<file path="config.mk">
export PLATFORM = sky130hd
export DESIGN_NAME = tsu_q_drain
export DESIGN_NICKNAME = d
export VERILOG_FILES = /design/src/rtl/tsu_pkg.sv /design/src/rtl/tsu_q_obuf.sv /design/src/rtl/tsu_q_drain.sv
export SDC_FILE = /design/constraint.sdc
export NUM_CORES = 1
export LEC_CHECK = 0
export BUFFER_PORTS_ARGS = -buffer_cell sky130_fd_sc_hd__buf_2
export CAP_MARGIN = 30
export CELL_PAD_IN_SITES_DETAIL_PLACEMENT = 2
export CELL_PAD_IN_SITES_GLOBAL_PLACEMENT = 2
export CORE_UTILIZATION = 30
export CTS_BUF_LIST = sky130_fd_sc_hd__clkbuf_8
export DETAILED_ROUTE_END_ITERATION = 10
export HOLD_SLACK_MARGIN = 0.03
export PLACE_DENSITY_LB_ADDON = 0.1
export SLEW_MARGIN = 10
export SYNTH_ARGS = -nofsm -noshare
export SYNTH_HDL_FRONTEND = slang
export SYNTH_SLANG_ARGS = --single-unit
</file>
<file path="constraint.sdc">
create_clock -name q_rd_clk -period 5.1 [get_ports q_rd_clk]
set_clock_uncertainty 0.15 [all_clocks]
set_input_delay 0.765 -clock q_rd_clk [delete_from_list [all_inputs] [get_ports q_rd_clk]]
set_output_delay 0.765 -clock q_rd_clk [all_outputs]
set_load 0.005 [all_outputs]
</file>
<file path="src/rtl/tsu_pkg.sv">
// Shared record layout, FSM encoding and record unpack helper for the tsu queue drain path.
package tsu_pkg;

  localparam int TS_LSB    = 20;
  localparam int TS_W      = 36;
  localparam int MSGID_LSB = 16;
  localparam int MSGID_W   = 4;
  localparam int SEQID_W   = 16;
  localparam int RAW_W     = TS_W + MSGID_W + SEQID_W;

  localparam logic [1:0] ST_IDLE   = 2'd0;
  localparam logic [1:0] ST_POP    = 2'd1;
  localparam logic [1:0] ST_CAP    = 2'd2;
  localparam logic [1:0] ST_SETTLE = 2'd3;

  typedef struct packed {
    logic [TS_W-1:0]    ts;
    logic [MSGID_W-1:0] msgid;
    logic [SEQID_W-1:0] seqid;
  } tsu_rec_t;

  function automatic tsu_rec_t tsu_unpack(input logic [RAW_W-1:0] raw);
    tsu_rec_t r;
    r.ts    = raw[TS_LSB +: TS_W];
    r.msgid = raw[MSGID_LSB +: MSGID_W];
    r.seqid = raw[SEQID_W-1:0];
    return r;
  endfunction

endpackage

</file>
<file path="src/rtl/tsu_q_obuf.sv">
// Two-entry first-word-fall-through record buffer; ent0 is always the head.
// The head register keeps its last contents when the buffer drains empty.
module tsu_q_obuf
  import tsu_pkg::*;
(
  input  logic     q_rd_clk,
  input  logic     rst,
  input  logic     push,
  input  tsu_rec_t push_rec,
  input  logic     pop,
  output tsu_rec_t head,
  output logic [1:0] level
);

  tsu_rec_t   ent0;
  tsu_rec_t   ent1;
  logic [1:0] lvl;
  logic       do_pop;
  logic       do_push;

  assign do_pop  = pop && (lvl != 2'd0);
  assign do_push = push && ((lvl != 2'd2) || do_pop);

  always_ff @(posedge q_rd_clk or posedge rst) begin
    if (rst) begin
      ent0 <= '0;
      ent1 <= '0;
      lvl  <= 2'd0;
    end else begin
      case (lvl)
        2'd0: begin
          if (do_push) ent0 <= push_rec;
        end
        2'd1: begin
          // push with pop at level 1: the new record replaces the head directly
          if (do_push && do_pop) ent0 <= push_rec;
          else if (do_push)      ent1 <= push_rec;
        end
        default: begin
          if (do_pop) begin
            ent0 <= ent1;
            if (do_push) ent1 <= push_rec;
          end
        end
      endcase
      lvl <= lvl + 2'(do_push) - 2'(do_pop);
    end
  end

  assign head  = ent0;
  assign level = lvl;

endmodule

</file>
<file path="src/rtl/tsu_q_drain.sv">
// Drains the tsu timestamp queue, screens records by msgId mask and buffers accepted ones.
// Optional drop counter enabled by defining TSU_Q_DRAIN_DROP_CNT_EN.
//
// state  | meaning
// IDLE   | wait for queue non-empty and buffer space
// POP    | q_rd_en strobe to tsu queue
// CAP    | capture q_rd_data and evaluate filt_mask
// SETTLE | push accepted record or count drop
module tsu_q_drain
  import tsu_pkg::*;
#(
  parameter int STAT_W     = 8,
  parameter int REC_W      = 56,
  parameter int OBUF_DEPTH = 2
) (
  input  logic              q_rd_clk,
  input  logic              rst,
  input  logic [STAT_W-1:0] q_rd_stat,
  input  logic [REC_W-1:0]  q_rd_data,
  output logic              q_rd_en,
  input  logic [15:0]       filt_mask,
  output logic              ts_valid,
  output logic [35:0]       ts_time,
  output logic [3:0]        ts_msgid,
  output logic [15:0]       ts_seqid,
  input  logic              ts_ack,
  output logic [1:0]        ts_level,
  input  logic              drop_clr,
  output logic [15:0]       drop_cnt
);

  logic [1:0] state;
  logic [1:0] state_nxt;
  tsu_rec_t   rd_rec;
  tsu_rec_t   cap_rec;
  logic       cap_acc;
  logic       has_space;
  logic       push;
  logic       drop;
  tsu_rec_t   head;

  assign rd_rec    = tsu_unpack(q_rd_data);
  // space is only checked here; levels can only fall until SETTLE, so it stays reserved
  assign has_space = (ts_level != 2'(OBUF_DEPTH));

  always_comb begin
    state_nxt = state;
    case (state)
      ST_IDLE:   if ((q_rd_stat != '0) && has_space) state_nxt = ST_POP;
      ST_POP:    state_nxt = ST_CAP;
      ST_CAP:    state_nxt = ST_SETTLE;
      default:   state_nxt = ST_IDLE;
    endcase
  end

  always_ff @(posedge q_rd_clk or posedge rst) begin
    if (rst) begin
      state   <= ST_IDLE;
      cap_rec <= '0;
      cap_acc <= 1'b0;
    end else begin
      state <= state_nxt;
      if (state == ST_CAP) begin
        cap_rec <= rd_rec;
        cap_acc <= filt_mask[rd_rec.msgid];
      end
    end
  end

  assign q_rd_en = (state == ST_POP);
  assign push    = (state == ST_SETTLE) && cap_acc;
  assign drop    = (state == ST_SETTLE) && !cap_acc;

  tsu_q_obuf u_obuf (
    .q_rd_clk (q_rd_clk),
    .rst      (rst),
    .push     (push),
    .push_rec (cap_rec),
    .pop      (ts_ack),
    .head     (head),
    .level    (ts_level)
  );

  assign ts_valid = (ts_level != 2'd0);
  assign ts_time  = head.ts;
  assign ts_msgid = head.msgid;
  assign ts_seqid = head.seqid;

`ifdef TSU_Q_DRAIN_DROP_CNT_EN
  logic [15:0] drop_q;

  always_ff @(posedge q_rd_clk or posedge rst) begin
    if (rst)                              drop_q <= 16'h0000;
    else if (drop_clr)                    drop_q <= 16'h0000;
    else if (drop && (drop_q != 16'hFFFF)) drop_q <= drop_q + 16'h0001;
  end

  assign drop_cnt = drop_q;
`else
  logic unused_drop;

  assign unused_drop = drop_clr ^ drop;
  assign drop_cnt    = 16'h0000;
`endif

endmodule

</file>
==> results of run 1 <==
## metrics by stage
step	power (mW)	hold WS, ps
2_1_floorplan	4.04	330
3_3_place_gp	4.67	339
3_5_place_dp	4.87	350
4_1_cts	5.82	101
5_1_grt	6.18	113
6_report	5.68	129
## flip-flops by register name, indices dropped and copies added, names as in the netlist
name and count:
u_obuf.ent1 56, cap_acc 1, u_obuf.head 56, cap_rec 56
state 2, u_obuf.level 2
## path summary, 6_finish.rpt
path                                              from  cells after the start                          end
setup / recovery             u_obuf.level[1]$_DFF_PP0_                      2                  ts_level[1]
hold / removal                                     rst                      2  u_obuf.ent1[52]$_DFFE_PP0P_
setup reg to reg             u_obuf.level[1]$_DFF_PP0_                      4  u_obuf.ent1[18]$_DFFE_PP0P_
hold reg to reg            u_obuf.ent1[41]$_DFFE_PP0P_                      1  u_obuf.ent1[41]$_DFFE_PP0P_
max in group asynchronous                          rst                      3  u_obuf.ent1[41]$_DFFE_PP0P_
min in group q_rd_clk      u_obuf.ent1[41]$_DFFE_PP0P_                      1  u_obuf.ent1[41]$_DFFE_PP0P_
## cells in the mapped netlist (2+ instances only)
| cell | instances |
|---|---|
| a21oi_1 | 57 |
| buf_4 | 20 |
| nor2_1 | 58 |
| clkbuf_1 | 3 |
| buf_2 | 14 |
| dfrtp_1 | 173 |
| ha_1 | 6 |
| and2_1 | 2 |
| inv_1 | 6 |
| mux4_1 | 4 |
| nand2_1 | 2 |
| buf_1 | 10 |
| mux2i_1 | 57 |
| nor4_1 | 2 |
| o21ai_0 | 4 |
| mux2_2 | 112 |
## logic make-up (layout without fill, tap and decap cells)
logic type	Yosys count	in the layout
compound gates	64	64
xor+xnor	2	2
fa+ha+maj	6	6
buf+inv	53	188
flops	173	173
mux	175	175
other cells	1	17
simple gates	69	69
## final cells by class
cell class                 instances  area [sq um]  area share
timing repair buffer             150           803      0.0922
tap                              319           399      0.0458
clock inverter                    15           134      0.0154
inverter                           6          26.3     0.00302
antenna                            1          2.50    0.000287
sequential                       173          4330       0.497
multi-input combinational        332          2780       0.319
clock buffer                      17           234      0.0269
## critical path, cell delays in order (launching register included)
cell and delay (ps):
dfrtp_4 750, buf_4 710, buf_2 240
## power by group
group	leakage (nW)	total, mW	switching (mW)	internal (mW)
Combinational	1.78	2.21	1.05	1.15
Clock	0.184	0.916	0.524	0.392
Sequential	2.03	2.56	0.472	2.09
Total	3.99	5.68	2.05	3.64
## metal layers
metal  vias to the layer above  track usage  part of all wire
li1                       2134            -                 -
met1                      2395        0.174              0.41
met2                       100        0.279              0.53
met3                        20       0.0353             0.041
met4                         0       0.0582             0.017
met5                         -            0                 0
==> reports/results.tsv, run 1 <==
metric	value	unit
cts_made_buffers	17	
power_density	653	nW/um^2
final.setup.worst_slack	2000	ps
max_slew_margin	0.393	
cts-root-buf	clkbuf_8	
ys_top_cells_by_area	dfrtp_1, mux2_2, mux2i_1	
die_y	158	microns
crit_path_start_kind	flip-flop	
min_period_over_period	0.607	
final_antenna_net_count	0	
ctsResizeCount	0	
synth-async-reset-ratio	1.00	
synth_area_leader_cell	dfrtp_1	
synth_xor_area_frac	0.00240	
first_global_vias	5435	
grt_pass1_wl	28700	microns
finalCriticalPeriod	3100	ps
yosys.area_share.simple	0.0385	
reg2reg_slack	2420	ps
drtIter0Drc	112	
dp_cells	980	
grt_max_degree	81	
synth_cell_types	29	
dieArea	25000	sq um
final_common_cell	dfrtp_1	
stdcell_count	1013	
synth-edff-count	0	
tns	0	ps
synth_seq_area_share	0.592	
synth_top_area_frac	0.592	
core	23700	sq um
grtUsageTotal	0.154	
cp-end-kind	primary output	
antenna_found_initial	3	
maxCapViolCount	0	
hold_viol	0	
synthAdderAreaFrac	0.0103	
layout.nets	770	
muxShareOfSynthArea	0.270	
post-place-ws	2180	ps
htreeDepth	4	
cts_tree	yes	
cts_num_sinks	173	
cellLeakagePower	3.99	nW
worst_pin_slew	910	ps
rows	56	
synthCells	543	
ys_ff_latch	173	
path_class	reg2out	
syn_area_per_cell	13.5	sq um
fin_area	8710	sq um
cts_setup_buffers	0	
drc	0	
die_w	158	microns
vias	4649	
arrival	2180	ps
clock_latency	460	ps
cp_max_fo	37	
clockBufferDepth	2	
outcome	finished, final reports clean	
synth_warnings	0	
overflow	0	
wirelength	17600	microns
slew_viol_final	0	
synth_top_family_by_area	multiplexers	
io_pins	160	
synth_ff_type	dfrtp_1	
vias_per_cell	4.59	
ir_worst_vdd	234	uV
post-dp-hpwl	11500	microns
synth.cell_area	7310	sq um
start_util	0.309	
hp-class	in2async	
synth_compound_area_frac	0.0459	
cp_data_required_time	4180	ps
most-common-layout-cells	dfrtp_1, buf_2, mux2_2	
max_freq	0.323	GHz
rsz0062_at_grt	false	
place_congestion	0.681	
firstDrtPassIters	4	
final_core_util	0.368	
syn_to_final_growth	19.2	%
fill_cells	2545	
drive_gt1_frac	0.436	
drt-wirelength-per-cell	17.4	microns
io_buffer_count	142	
placed_cell_area	8340	sq um
clkTransAtPathRegs	100	ps
cts_hold_buf	0	
finalSetupViolCount	0	
Power figures use the tool's default switching activity.
==> run 2: changes to the inputs <==
Settings changed: ABC_AREA set to 1.
Clock period 5.1 ns to 3.05 ns, I/O delays scaled along.
==> run 2 against run 1 <==
  * Largest power group unchanged
  * Via count is 27% higher
  * Sequential cell count stayed put
  * Non-clock buffer count is 19 higher
  * Worst setup slack worse by 1200 ps
  * Combinational power is 76% higher
  * Register-to-register slack worse by 1500 ps
  * Critical path type unchanged
  * Synthesized cell count is 52% higher
  * Total power is 67% higher
  * First-iteration DRC count is 40% higher
  * Critical path depth is 1 higher
  * Routed wire length is 7.9% higher
  * Final cell count is 28% higher
==> reports/results.tsv, run 2 <==
metric	value	unit
htreeDepth	4	
clock_latency	460	ps
ir_worst_vdd	284	uV
internal_power	5.62	mW
firstDrtPassIters	4	
synth_cell_types	24	
finalSetupViolCount	0	
min_period_over_period	0.735	
max_freq	0.446	GHz
worst_pin_slew	805	ps
io_pins	160	
power	9.48	mW
final_common_cell	nand2_1	
tns	0	ps
muxShareOfSynthArea	0	
layout.nets	1052	
antenna_found_initial	2	
crit_path_start_kind	flip-flop	
outcome	finished, final reports clean	
post-dp-hpwl	12500	microns
vias_per_cell	4.56	
drtIter0Drc	157	
critPathMaxStageDelay	470	ps
drc	0	
die_w	160	microns
synthAdderAreaFrac	0.0101	
grt_pass1_wl	32400	microns
clkTransAtPathRegs	90	ps
die_y	160	microns
ys_ff_latch	173	
finalCriticalPeriod	2240	ps
cts_num_sinks	173	
fill_cells	2819	
grt_max_degree	95	
cts-root-buf	clkbuf_8	
syn_to_final_growth	19.6	%
io_buffer_count	142	
synth-edff-count	0	
synth.most_common_cell	nand2_1	
cellLeakagePower	4.27	nW
synth-async-reset-ratio	1.00	
first_global_vias	6510	
worstPathCellList	clkinv_2 -> nand2_2 -> buf_2	
rows	57	
cts_tree	yes	
drive_gt1_frac	0.228	
synth.cell_area	7460	sq um
ys_top_cells_by_area	dfrtp_1, nand2_1, o21ai_0	
yosys.area_share.simple	0.144	
place_congestion	0.701	
max_slew_margin	0.462	
drt-wirelength-per-cell	14.7	microns
vias	5920	
core	24300	sq um
arrival	1630	ps
synth_seq_area_share	0.581	
hp-class	in2reg	
path_class	reg2out	
start_util	0.307	
pwr-share-clk	0.173	
combPwrFrac	0.411	
num_antenna_cells	0	
most-common-layout-cells	nand2_1, dfrtp_1, o21ai_0	
ctsResizeCount	0	
overflow	0	
synth_top_area_frac	0.581	
synth_ff_type	dfrtp_1	
synth_xor_area_frac	0.00470	
cp_data_required_time	2440	ps
seqPwrFrac	0.415	
final_antenna_net_count	0	
hold_viol	0	
cp-end-kind	primary output	
cp_max_fo	23	
switchingPower	3.86	mW
synthCells	824	
clockBufferDepth	2	
maxCapViolCount	0	
switching_share	0.408	
synth_compound_area_frac	0.169	
syn_area_per_cell	9.05	sq um
cts_made_buffers	17	
dieArea	25500	sq um
synth_warnings	0	
grtUsageTotal	0.159	
power_density	1060	nW/um^2
synth_top_family_by_area	compound AO/OA/AOI/OAI gates	
wirelength	19000	microns
synth_area_leader_cell	dfrtp_1	
cp_slowest_cell	dfrtp_1	
rsz0062_at_grt	false	
slew_viol_final	0	
yosys-top-cells-count	nand2_1, dfrtp_1, o21ai_0	
-- run 2: changes by cell type after synthesis, moves of 10 or more --
cell	previous run	this run
mux2_2	112	0
o21ai_1	0	20
nand3_1	0	13
buf_6	0	10
mux2i_1	57	0
a21oi_1	57	33
buf_1	10	0
clkbuf_1	3	21
nand2_1	2	200
inv_1	6	67
o21ai_0	4	143
a21oi_2	0	24
-- run 2: cell families after synthesis --
| logic type | Yosys count |
|---|---|
| compound gates | 228 |
| xor+xnor | 4 |
| buf+inv | 133 |
| other cells | 1 |
| simple gates | 279 |
| flops | 173 |
| fa+ha+maj | 6 |
-- run 2: final cells by class --
type	instances	area [sq um]	share of cell area
Clock buffer	17	234	0.0262
Clock inverter	13	154	0.0172
Inverter	68	260	0.0292
Multi-Input combinational cell	533	2530	0.284
Sequential cell	173	4330	0.485
Tap cell	324	405	0.0454
Timing Repair Buffer	169	1010	0.113
-- run 2: power by group through the flow --
| stage | clock network, mW | logic, mW | registers, mW |
|---|---|---|---|
| detailed placement | 0 | 4.03 | 4.00 |
| global placement | 0 | 3.86 | 3.96 |
| CTS | 1.72 | 4.05 | 3.97 |
| finish | 1.64 | 3.90 | 3.94 |
| floorplan | 0 | 2.75 | 3.93 |
| global route | 1.80 | 4.56 | 4.09 |
-- run 2: repair_timing --
action,CTS,global route
buffers inserted,0,0
hold buffers,13,0
hold endpoints to repair,38,0
-- run 2: final timing paths --
| kind | start | to | slack [ps] | depth (start not counted) |
|---|---|---|---|---|
| worst max-delay path | u_obuf.level[1]$_DFF_PP0_ | ts_valid | 810 | 3 |
| worst min-delay path | q_rd_data[2] | cap_rec[2]$_DFFE_PP0N_ | 60 | 3 |
| worst max register to register | u_obuf.level[1]$_DFF_PP0_ | u_obuf.head[1]$_DFFE_PP0P_ | 900 | 5 |
| worst min register to register | u_obuf.ent1[41]$_DFFE_PP0P_ | u_obuf.ent1[41]$_DFFE_PP0P_ | 330 | 2 |
| max in group asynchronous | rst | u_obuf.head[28]$_DFFE_PP0P_ | 1460 | 4 |
| min in group asynchronous | rst | u_obuf.head[12]$_DFFE_PP0P_ | 540 | 3 |
-- run 2: per-stage QoR --
step	hold WS (ps)	setup slack [ps]	std cells	util	instance area (sq um)
2_1_floorplan	298	232	839	-	7520
3_3_place_gp	311	926	1254	0.346	8400
3_5_place_dp	318	847	1254	0.346	8400
4_1_cts	30.6	732	1297	0.367	8920
5_1_grt	34.2	643	1297	0.367	8920
6_report	57.9	810	1297	0.367	8920
-- run 2: metal layers --
layer | up-vias | part of all wire | global-route usage
met3 | 19 | 0.037 | 0.0371
met2 | 98 | 0.48 | 0.271
met1 | 2929 | 0.47 | 0.200
met4 | 4 | 0.012 | 0.0455
li1 | 2870 | - | -
met5 | - | 0.0014 | 0
-- run 2: worst max-delay path, delay by kind of cell (launching register included) --
family,cells,cell delay [ps]
buffers and inverters,2,480
flip-flops,1,470
AND/OR/NAND/NOR,1,240
